## src/rtl/demux_stream.sv

```systemverilog
// demux_stream: registered 1-to-2 stream demultiplexer.
// Each beat is routed by sel into one of two 2-entry channel FIFOs
// (index 1 = true channel, index 0 = false channel). Each channel also
// keeps a count of the beats accepted into it.
module demux_stream #(
    parameter int unsigned BUS   = 32,
    parameter int unsigned CNT_W = 16
) (
    input  logic             clk,
    input  logic             rst_n,
    input  logic [BUS-1:0]   data_in,
    input  logic             sel,
    input  logic             in_valid,
    output logic             in_ready,
    output logic [BUS-1:0]   data_true,
    output logic             valid_true,
    input  logic             ready_true,
    output logic [BUS-1:0]   data_false,
    output logic             valid_false,
    input  logic             ready_false,
    output logic [CNT_W-1:0] cnt_true,
    output logic [CNT_W-1:0] cnt_false
);

    localparam int unsigned NCH   = 2;
    localparam int unsigned OCC_W = 2;

    logic [NCH-1:0]            full_c;
    logic [NCH-1:0]            push_c;
    logic [NCH-1:0]            pop_c;
    logic [NCH-1:0]            rdy_c;
    logic [NCH-1:0]            valid_c;
    logic [NCH-1:0][BUS-1:0]   head_c;
    logic [NCH-1:0][CNT_W-1:0] cnt_c;

    // Input acceptance. push/pop depend only on registered state and
    // handshake inputs; in_valid gates push, so sel is ignored while idle.
    always_comb begin
        rdy_c     = {ready_true, ready_false};
        in_ready  = sel ? !full_c[1] : !full_c[0];
        push_c[1] = in_valid & sel & ~full_c[1];
        push_c[0] = in_valid & ~sel & ~full_c[0];
        pop_c     = valid_c & rdy_c;
    end

    for (genvar ch = 0; ch < NCH; ch++) begin : g_ch
        logic [BUS-1:0]   mem_q [2];
        logic [BUS-1:0]   mem_d [2];
        logic             wptr_q, wptr_d;
        logic             rptr_q, rptr_d;
        logic [OCC_W-1:0] occ_q, occ_d;
        logic [CNT_W-1:0] cnt_q, cnt_d;

        // Channel FIFO and counter next-state.
        always_comb begin
            mem_d  = mem_q;
            wptr_d = wptr_q;
            rptr_d = rptr_q;
            occ_d  = occ_q;
            cnt_d  = cnt_q;
            if (push_c[ch]) begin
                mem_d[wptr_q] = data_in;
                wptr_d        = ~wptr_q;
                cnt_d         = cnt_q + CNT_W'(1);
            end
            if (pop_c[ch]) begin
                rptr_d = ~rptr_q;
            end
            case ({push_c[ch], pop_c[ch]})
                2'b10:   occ_d = occ_q + OCC_W'(1);
                2'b01:   occ_d = occ_q - OCC_W'(1);
                default: occ_d = occ_q;
            endcase
        end

        // Channel state registers; reset discards any buffered beats.
        always_ff @(posedge clk or negedge rst_n) begin
            if (!rst_n) begin
                mem_q[0] <= '0;
                mem_q[1] <= '0;
                wptr_q   <= 1'b0;
                rptr_q   <= 1'b0;
                occ_q    <= '0;
                cnt_q    <= '0;
            end else begin
                mem_q    <= mem_d;
                wptr_q   <= wptr_d;
                rptr_q   <= rptr_d;
                occ_q    <= occ_d;
                cnt_q    <= cnt_d;
            end
        end

        assign full_c[ch]  = (occ_q == OCC_W'(2));
        assign valid_c[ch] = (occ_q != OCC_W'(0));
        assign head_c[ch]  = mem_q[rptr_q];
        assign cnt_c[ch]   = cnt_q;
    end

    assign data_true   = head_c[1];
    assign valid_true  = valid_c[1];
    assign cnt_true    = cnt_c[1];
    assign data_false  = head_c[0];
    assign valid_false = valid_c[0];
    assign cnt_false   = cnt_c[0];

endmodule

```

## config.mk

```make
export PLATFORM = sky130hd
export DESIGN_NAME = demux_stream
export DESIGN_NICKNAME = d
export VERILOG_FILES = /design/src/rtl/demux_stream.sv
export SDC_FILE = /design/constraint.sdc
export NUM_CORES = 1
export LEC_CHECK = 0
export ABC_AREA = 1
export CORE_MARGIN = 2
export CORE_UTILIZATION = 57
export DETAILED_ROUTE_END_ITERATION = 10
export GPL_TIMING_DRIVEN = 1
export PLACE_DENSITY = 0.95
export SKIP_LAST_GASP = 1
export SLEW_MARGIN = 15
export SYNTH_ARGS = -nofsm -noshare
export SYNTH_HDL_FRONTEND = slang
export SYNTH_SLANG_ARGS = --single-unit
```

## constraint.sdc

```tcl
create_clock -name clk -period 3.3 [get_ports clk]
set_clock_uncertainty 0.05 [all_clocks]
set_input_delay 0.495 -clock clk [delete_from_list [all_inputs] [get_ports clk]]
set_output_delay 0.495 -clock clk [all_outputs]
set_load 0.005 [all_outputs]
```

### After elaboration in Yosys (flattened, before gate mapping)

Cells that the tools add are included.

* register bits: 168
* bits of input ports: 38
* output and inout bits: 99
* logic and storage cells: 69

* add/subtract/negate cells: 6
* magnitude comparators: 6
* equal/unequal tests: 6
* muxes and demuxes: 15
* bitwise operators: 16
* reductions and logical operators: 8

Operators with widths (number)
* $mux W32: 8
* $bwmux W64: 2
* $demux W32 S1: 2
* $add A16 B1 Y16 const B: 2
* $eq A2 B2 Y1 const B: 4
* $ge A2 B2 Y1 const B: 4
* $not A1 Y2: 4
* $pmux W2 S2: 2
* $reduce_bool A2 Y1: 4
* $not A1 Y1: 7
* $add A2 B1 Y2 const B: 2
* $and A1 B1 Y1: 4
* $eq A2 B1 Y1 const B: 2
* $lt A2 B1 Y1 const B: 2
* $sub A2 B1 Y2 const B: 2
* $and A2 B2 Y2: 1
* $logic_and A1 B1 Y1: 2
* $logic_not A1 Y1: 2
* $mux W1: 1

### Logic depth before layout (Yosys ltp)

Gate-level depths: netlist of run 1.

* depth after elaboration: 6
* depth in mapped cells: 9
* gate-level depth less buffers: 9

### Worst setup path after synthesis of run 1

Ideal clock, no wire load.

* kind: in2reg
* from: input in_valid
* to: register g_ch[0].occ_q[1]
* library setup time: 0.131 ns
* arrival time: 1.469 ns
* data required time: 3.119 ns
* path slack: 1.650 ns
* stages on the path: 8
* path buffers: 1
* path through: inv_1 -> nor2_1 -> nand2_1 -> buf_6 -> ha_1 -> a21oi_1 -> o21ai_0 -> xor2_1

* longest elaborated chain between the ends: 4
* elaborated cells between the ends (all ways): 6
* classes of those cells: eq/ne (2); mux (1); bitwise (2); reduce/logical (1)

Ends and longest elaborated chain
* from (decl): line 13 `input logic in_valid,`
* $and A1 B1 Y1 (*) (2 in a row): line 42 `push_c[0] = in_valid & ~sel & ~full_c[0];`
* $eq A2 B1 Y1 / $eq A2 B2 Y1 (equally long branches): line 69 `case ({push_c[ch], pop_c[ch]})`
* $pmux W2 S2 / $reduce_bool A2 Y1 (equally long branches)
* to (signal assigned): line 83 `occ_q <= '0;`
* to (signal assigned): line 89 `occ_q <= occ_d;`
* to (decl): line 51 `logic [OCC_W-1:0] occ_q, occ_d;`

Every way passes the cells marked *; elsewhere a longest branch is shown, timed or not.
A chain may end at the register's enable or synchronous reset.

### Worst setup path after layout of run 1

* from: register g_ch[1].rptr_q
* to: output data_true[31]

* longest elaborated chain between the ends: 4

Ends and longest elaborated chain
* from (decl): line 50 `logic rptr_q, rptr_d;`
* from (signal assigned): line 88 `rptr_q <= rptr_d;`
* $not A1 Y2 (not written as such): line 96 `assign head_c[ch] = mem_q[rptr_q];`
* $mux W32 (not written as such) (3 in a row): line 96
* to (decl): line 15 `output logic [BUS-1:0] data_true,`

No other way between the ends. The select of a mux whose other input is x is not followed.

==> results of run 1 <==
cell usage after synthesis:
library cell  count
a21oi_1           2
a21oi_2           1
and2_1            1
buf_2             6
buf_4             1
buf_6            12
clkbuf_1         21
clkbuf_2          1
clkinv_1          2
dfrtp_1         168
ha_1              4
inv_1            67
inv_2             2
inv_4             1
mux2_2            1
nand2_1         396
nand2_2          12
nand2_4           3
nand3_1          16
nand3b_1          1
nand4_1           9
nor2_1           27
nor2_2            1
nor3_1            3
o21ai_0          65
o21ai_1          42
o21ai_2          23
or2_1             2
xnor2_1           9
xor2_1           15
power by group:
part	switching, uW	total [uW]	internal [uW]
Combinational	1810	3620	1810
Clock	777	2200	1420
Sequential	552	3450	2900
kinds of logic (layout without fill, tap and decap cells):
family	count (synthesis)	count (layout)	synth area share, %
multiplexers	1	1	0.147
AO/OA/AOI/OAI	133	133	9.89
AND/OR/NAND/NOR	471	471	24.6
flip-flops	168	168	55.0
XOR/XNOR	24	24	2.75
adder cells (fa/ha/maj)	4	4	0.655
buffers and inverters	113	250	6.93
state kept, by name, indices dropped and copies added (netlist names):
name / cells
cnt_false: 16
cnt_true: 16
g_ch.mem_q: 128
g_ch.occ_q: 4
g_ch.rptr_q: 2
g_ch.wptr_q: 2
worst max path at each step:
stage	slack, ns	endpoint	cells past startpoint	from
after floorplan	1.65	g_ch[0].occ_q[1]$_DFFE_PN0P_	8	in_valid
after CTS	0.40	data_true[31]	5	g_ch[1].rptr_q$_DFFE_PN0P_
after global placement	0.86	g_ch[0].mem_q[56]$_DFFE_PN0P_	5	sel
after global routing	0.34	data_true[31]	5	g_ch[1].rptr_q$_DFFE_PN0P_
final	0.45	data_true[31]	5	g_ch[1].rptr_q$_DFFE_PN0P_
after detailed placement	0.79	g_ch[0].mem_q[61]$_DFFE_PN0P_	5	sel
final cells by class:
class | instances | area share, %
inverters | 72 | 2.80
clock inverters | 8 | 1.70
repair buffers | 146 | 15.0
clock buffers | 24 | 5.05
flip-flops and latches | 168 | 43.2
well taps | 176 | 2.26
multi-input cells | 633 | 29.9
through the flow:
| stage | instance area, um2 | hold slack, ns | cells | setup slack [ns] |
|---|---|---|---|---|
| global placement | 9070 | 0.415 | 1195 | 0.856 |
| floorplan | 7640 | 0.149 | 914 | 1.65 |
| CTS | 9730 | 0.0801 | 1227 | 0.404 |
| detailed placement | 9070 | 0.423 | 1195 | 0.786 |
| global route | 9730 | 0.119 | 1227 | 0.337 |
| finish | 9730 | 0.0486 | 1227 | 0.450 |
layer usage:
metal	track usage, %	share of wire, %	wire length, um
met5	0	0	0
met4	11.1	2.3	443
met3	5.37	5.7	1080
met2	48.4	51	9680
met1	34.8	41	7700
==> flow_summary.toml, run 1 <==
[sta]
fin_setup_tns_ns = 0
finalCritPeriodShare_pct = 86.4
max_slew.worst_pin.slew_ns = 0.954
period_minus_slack_ns = 2.85
fmax_ghz = 0.351
rsz0062_at_grt = "no"
relSlewSlack_pct = 36.4
setup_viol = 0
hold_violations = 0
slew_violations = 0

[global_route]
grt_pass1_vias = 6636
globalRouteOverflowTotal = 0
grtUsageTotal_pct = 28.0
grt_pass1_wl_mm = 31.6
antenna_found_initial = 0
grt_max_degree = 81

[power]
peakVddDrop_v = 0.000581
p_total_uw = 9270
pwr_density_cell_nw_per_um2 = 952
leakage_uw = 0.00487

[worst_setup_path]
path_class = "reg -> out"
start_kind = "register"
path_cells = "clkinv_1, buf_12, nand2_1, nand2_1, clkdlybuf4s50_1"
r2r-start = "g_ch[1].occ_q[0]$_DFFE_PN0P_"
crit_family = "buffers and inverters"
path_buf_inv = 3
path_max_fanout = 18
end_kind = "primary output"
rr_endpoint = "g_ch[1].mem_q[42]$_DFFE_PN0P_"
worst-endpoint-arrival_ns = 2.30
cpMostUsedCell = "nand2_1"
r2r_cells = 6
max_stage_delay_ns = 0.54
rrSetupSlack_ns = 1.28
cp_slowest_cell = "clkinv_1"
crit_required_ns = 2.75

[floorplanning]
die_w_um = 120
initial_utilization_pct = 57.9
num_rows = 42
core_area_um2 = 13200
floorplan.die_area_um2 = 14300
ios = 137
chipHeight_um = 120

[drt]
wl_per_cell_um = 15.4
num_vias = 6534
drtAntennaViolNets = 0
drt_wl_total_mm = 18.9
drc = 0
viasPerCell = 5.33
dr.pass1.iters = 6
drtIter0Drc = 566

[place]
place_hpwl_mm = 11.9
gp_congestion = 0.871
port-buffer-count = 136

[cells_and_area]
seqCellArea_um2 = 4200
syn_to_final_growth_pct = 27.3
mostFrequentLayoutCells = "nand2_1, dfrtp_1, clkdlybuf4s50_1"
post-route-util_pct = 73.8
fillers = 919
final_common_cell = "nand2_1"
multiInputGateArea_um2 = 2910
layout.nets = 1080
drive_gt1_share_pct = 8.18
antennaDiodeCount = 0

[synthesis]
synth_cells = 914
synth_fp_nets = 956
synth_top_cell_area_share_pct = 55.0
netlist-cell-type-count = 30
ys_warn_count = 0
synth.avg_cell_area_um2 = 8.36
synth_area_leaders = "dfrtp_1, nand2_1, o21ai_0"
synth.largest_area_cell = "dfrtp_1"
ys_seq_area_share_pct = 55.0
synth_area_um2 = 7640
synth-seq-cells = 168

[cts]
clock_tree.htree_level_count = 4
clkTransAtPathRegs_ns = 0.06
hold_buffers = 0
cts-resized-gates = 0
clk_latency_ns = 0.43
cts_buffers = 17
cts_setup_buffers = 0
cts_sinks = 168
cts_root_buf = "clkbuf_16"
cts_tree = "built"
clockBufferDepth = 2

[outcome]
status = "finished, final reports clean"

[job]
max-cap-violations = 0

[hold_path]
hold_path_class = "in -> async"
Note: power is estimated with default switching activity, not from simulation.
==> run 2, diff against run 1 <==
PLACE_DENSITY = 0.86   (was 0.95)
==> run 2 against run 1 <==
Effect of this change:
- register-to-register slack is essentially flat
- critical path type unchanged
- global-route usage shrank 2.6 points
- sequential cell count is the same
- the run now ends with hold timing left
- die area is the same
==> flow_summary.toml, run 2 (same netlist as run 1, synthesis figures left out) <==
[outcome]
status = "complete, but fails checks"
violations = "hold timing"

[worst_setup_path]
r2r-start = "g_ch[0].occ_q[0]$_DFFE_PN0P_"
cp_slowest_cell = "clkinv_1"
path_cells = "clkinv_1, buf_12, nand2_1, nand2_1, clkdlybuf4s50_1"
r2r_cells = 6
path_class = "reg -> out"
worst-endpoint-arrival_ns = 2.19
end_kind = "primary output"
crit_family = "buffers and inverters"
path_max_fanout = 18
rrSetupSlack_ns = 1.29
cpMostUsedCell = "nand2_1"
rr_endpoint = "g_ch[0].mem_q[46]$_DFFE_PN0P_"
max_stage_delay_ns = 0.47
crit_required_ns = 2.75
start_kind = "register"
path_buf_inv = 3

[cts]
cts_setup_buffers = 0
cts-resized-gates = 0
cts_tree = "built"
clkTransAtPathRegs_ns = 0.06
cts_sinks = 168
cts_buffers = 17
hold_buffers = 0
clockBufferDepth = 2
clk_latency_ns = 0.42
cts_root_buf = "clkbuf_16"
clock_tree.htree_level_count = 4

[place]
place_hpwl_mm = 11.3
post-place-ws_ns = 0.804
place_area_um2 = 9070
port-buffer-count = 136
gp_congestion = 0.867

[cells_and_area]
drive_gt1_share_pct = 7.62
seqCellArea_um2 = 4200
fillers = 971
post-route-util_pct = 72.9
top_register = "g_ch.mem_q"
postLayoutCellArea_um2 = 9610
final_common_cell = "nand2_1"
layout.nets = 1079
syn_to_final_growth_pct = 25.8
antennaDiodeCount = 0
multiInputGateArea_um2 = 2910
largest_reg_flops = 128
mostFrequentLayoutCells = "nand2_1, dfrtp_1, clkdlybuf4s50_1"

[global_route]
antenna_found_initial = 0
globalRouteOverflowTotal = 0
grt_max_degree = 66
grtUsageTotal_pct = 25.4
grt_pass1_vias = 6096
grt_pass1_wl_mm = 29.0

[power]
pwr_density_cell_nw_per_um2 = 914
peakVddDrop_v = 0.000585
leakage_uw = 0.00481
p_total_uw = 8790

[sta]
slew_violations = 0
relSlewSlack_pct = 24.8
finalWorstSetupSlack_ns = 0.560
period_minus_slack_ns = 2.74
setup_viol = 0
whs_ns = -0.00547
fin_setup_tns_ns = 0
rsz0062_at_grt = "no"
hold_violations = 8
finalCritPeriodShare_pct = 83.0
fmax_ghz = 0.365
max_slew.worst_pin.slew_ns = 1.13

[floorplanning]
die_w_um = 120
core_area_um2 = 13200
ios = 137
num_rows = 42
chipHeight_um = 120
floorplan.die_area_um2 = 14300
initial_utilization_pct = 57.9

[hold_path]
hold_path_class = "in -> async"

[drt]
dr.pass1.iters = 5
drtIter0Drc = 477
num_vias = 6414
drtAntennaViolNets = 0
viasPerCell = 5.23
drt_wl_total_mm = 17.3
drc = 0
wl_per_cell_um = 14.1

[job]
max-cap-violations = 0
## run 2: cell count changes in the layout (fill, tap and decap cells not counted)
cell,previous run,this run
buf_12,2,3
buf_4,8,6
bufinv_16,5,0
clkbuf_1,3,8
clkbuf_8,4,5
clkinv_2,3,2
or2_2,0,1
or2_4,2,1
## run 2: layer usage
metal / track usage, % / routed length, um
met3: 5.09 / 750
met1: 33.7 / 7570
met2: 41.4 / 8540
met4: 10.1 / 465
met5: 0 / 0
## run 2: per-stage QoR
stage               hold WS [ns]  cells
finish                  -0.00547   1226
global route              0.0443   1226
floorplan                  0.149    914
CTS                       0.0276   1226
global placement           0.415   1194
detailed placement         0.420   1194
## run 2: worst max path at each step
| stage | cells past startpoint | startpoint | end | slack (ns) |
|---|---|---|---|---|
| after CTS | 5 | g_ch[0].rptr_q$_DFFE_PN0P_ | data_false[11] | 0.53 |
| after floorplan | 8 | in_valid | g_ch[0].occ_q[1]$_DFFE_PN0P_ | 1.65 |
| after global routing | 5 | g_ch[0].rptr_q$_DFFE_PN0P_ | data_false[11] | 0.46 |
| after detailed placement | 5 | sel | g_ch[0].mem_q[55]$_DFFE_PN0P_ | 0.80 |
| after global placement | 7 | in_valid | g_ch[0].mem_q[54]$_DFFE_PN0P_ | 0.88 |
| final | 5 | g_ch[0].rptr_q$_DFFE_PN0P_ | data_false[31] | 0.56 |
## run 2: power breakdown
group / switching (uW) / internal, uW
clock network: 742 / 1060
logic: 1750 / 1810
registers: 523 / 2900
total: 3020 / 5770
## run 2: layout make-up
class	instances	area share [%]
flip-flops and latches	168	43.7
multi-input cells	633	30.3
repair buffers	145	15.3
clock buffers	30	5.46
inverters	72	2.84
well taps	176	2.29
clock inverters	2	0.104
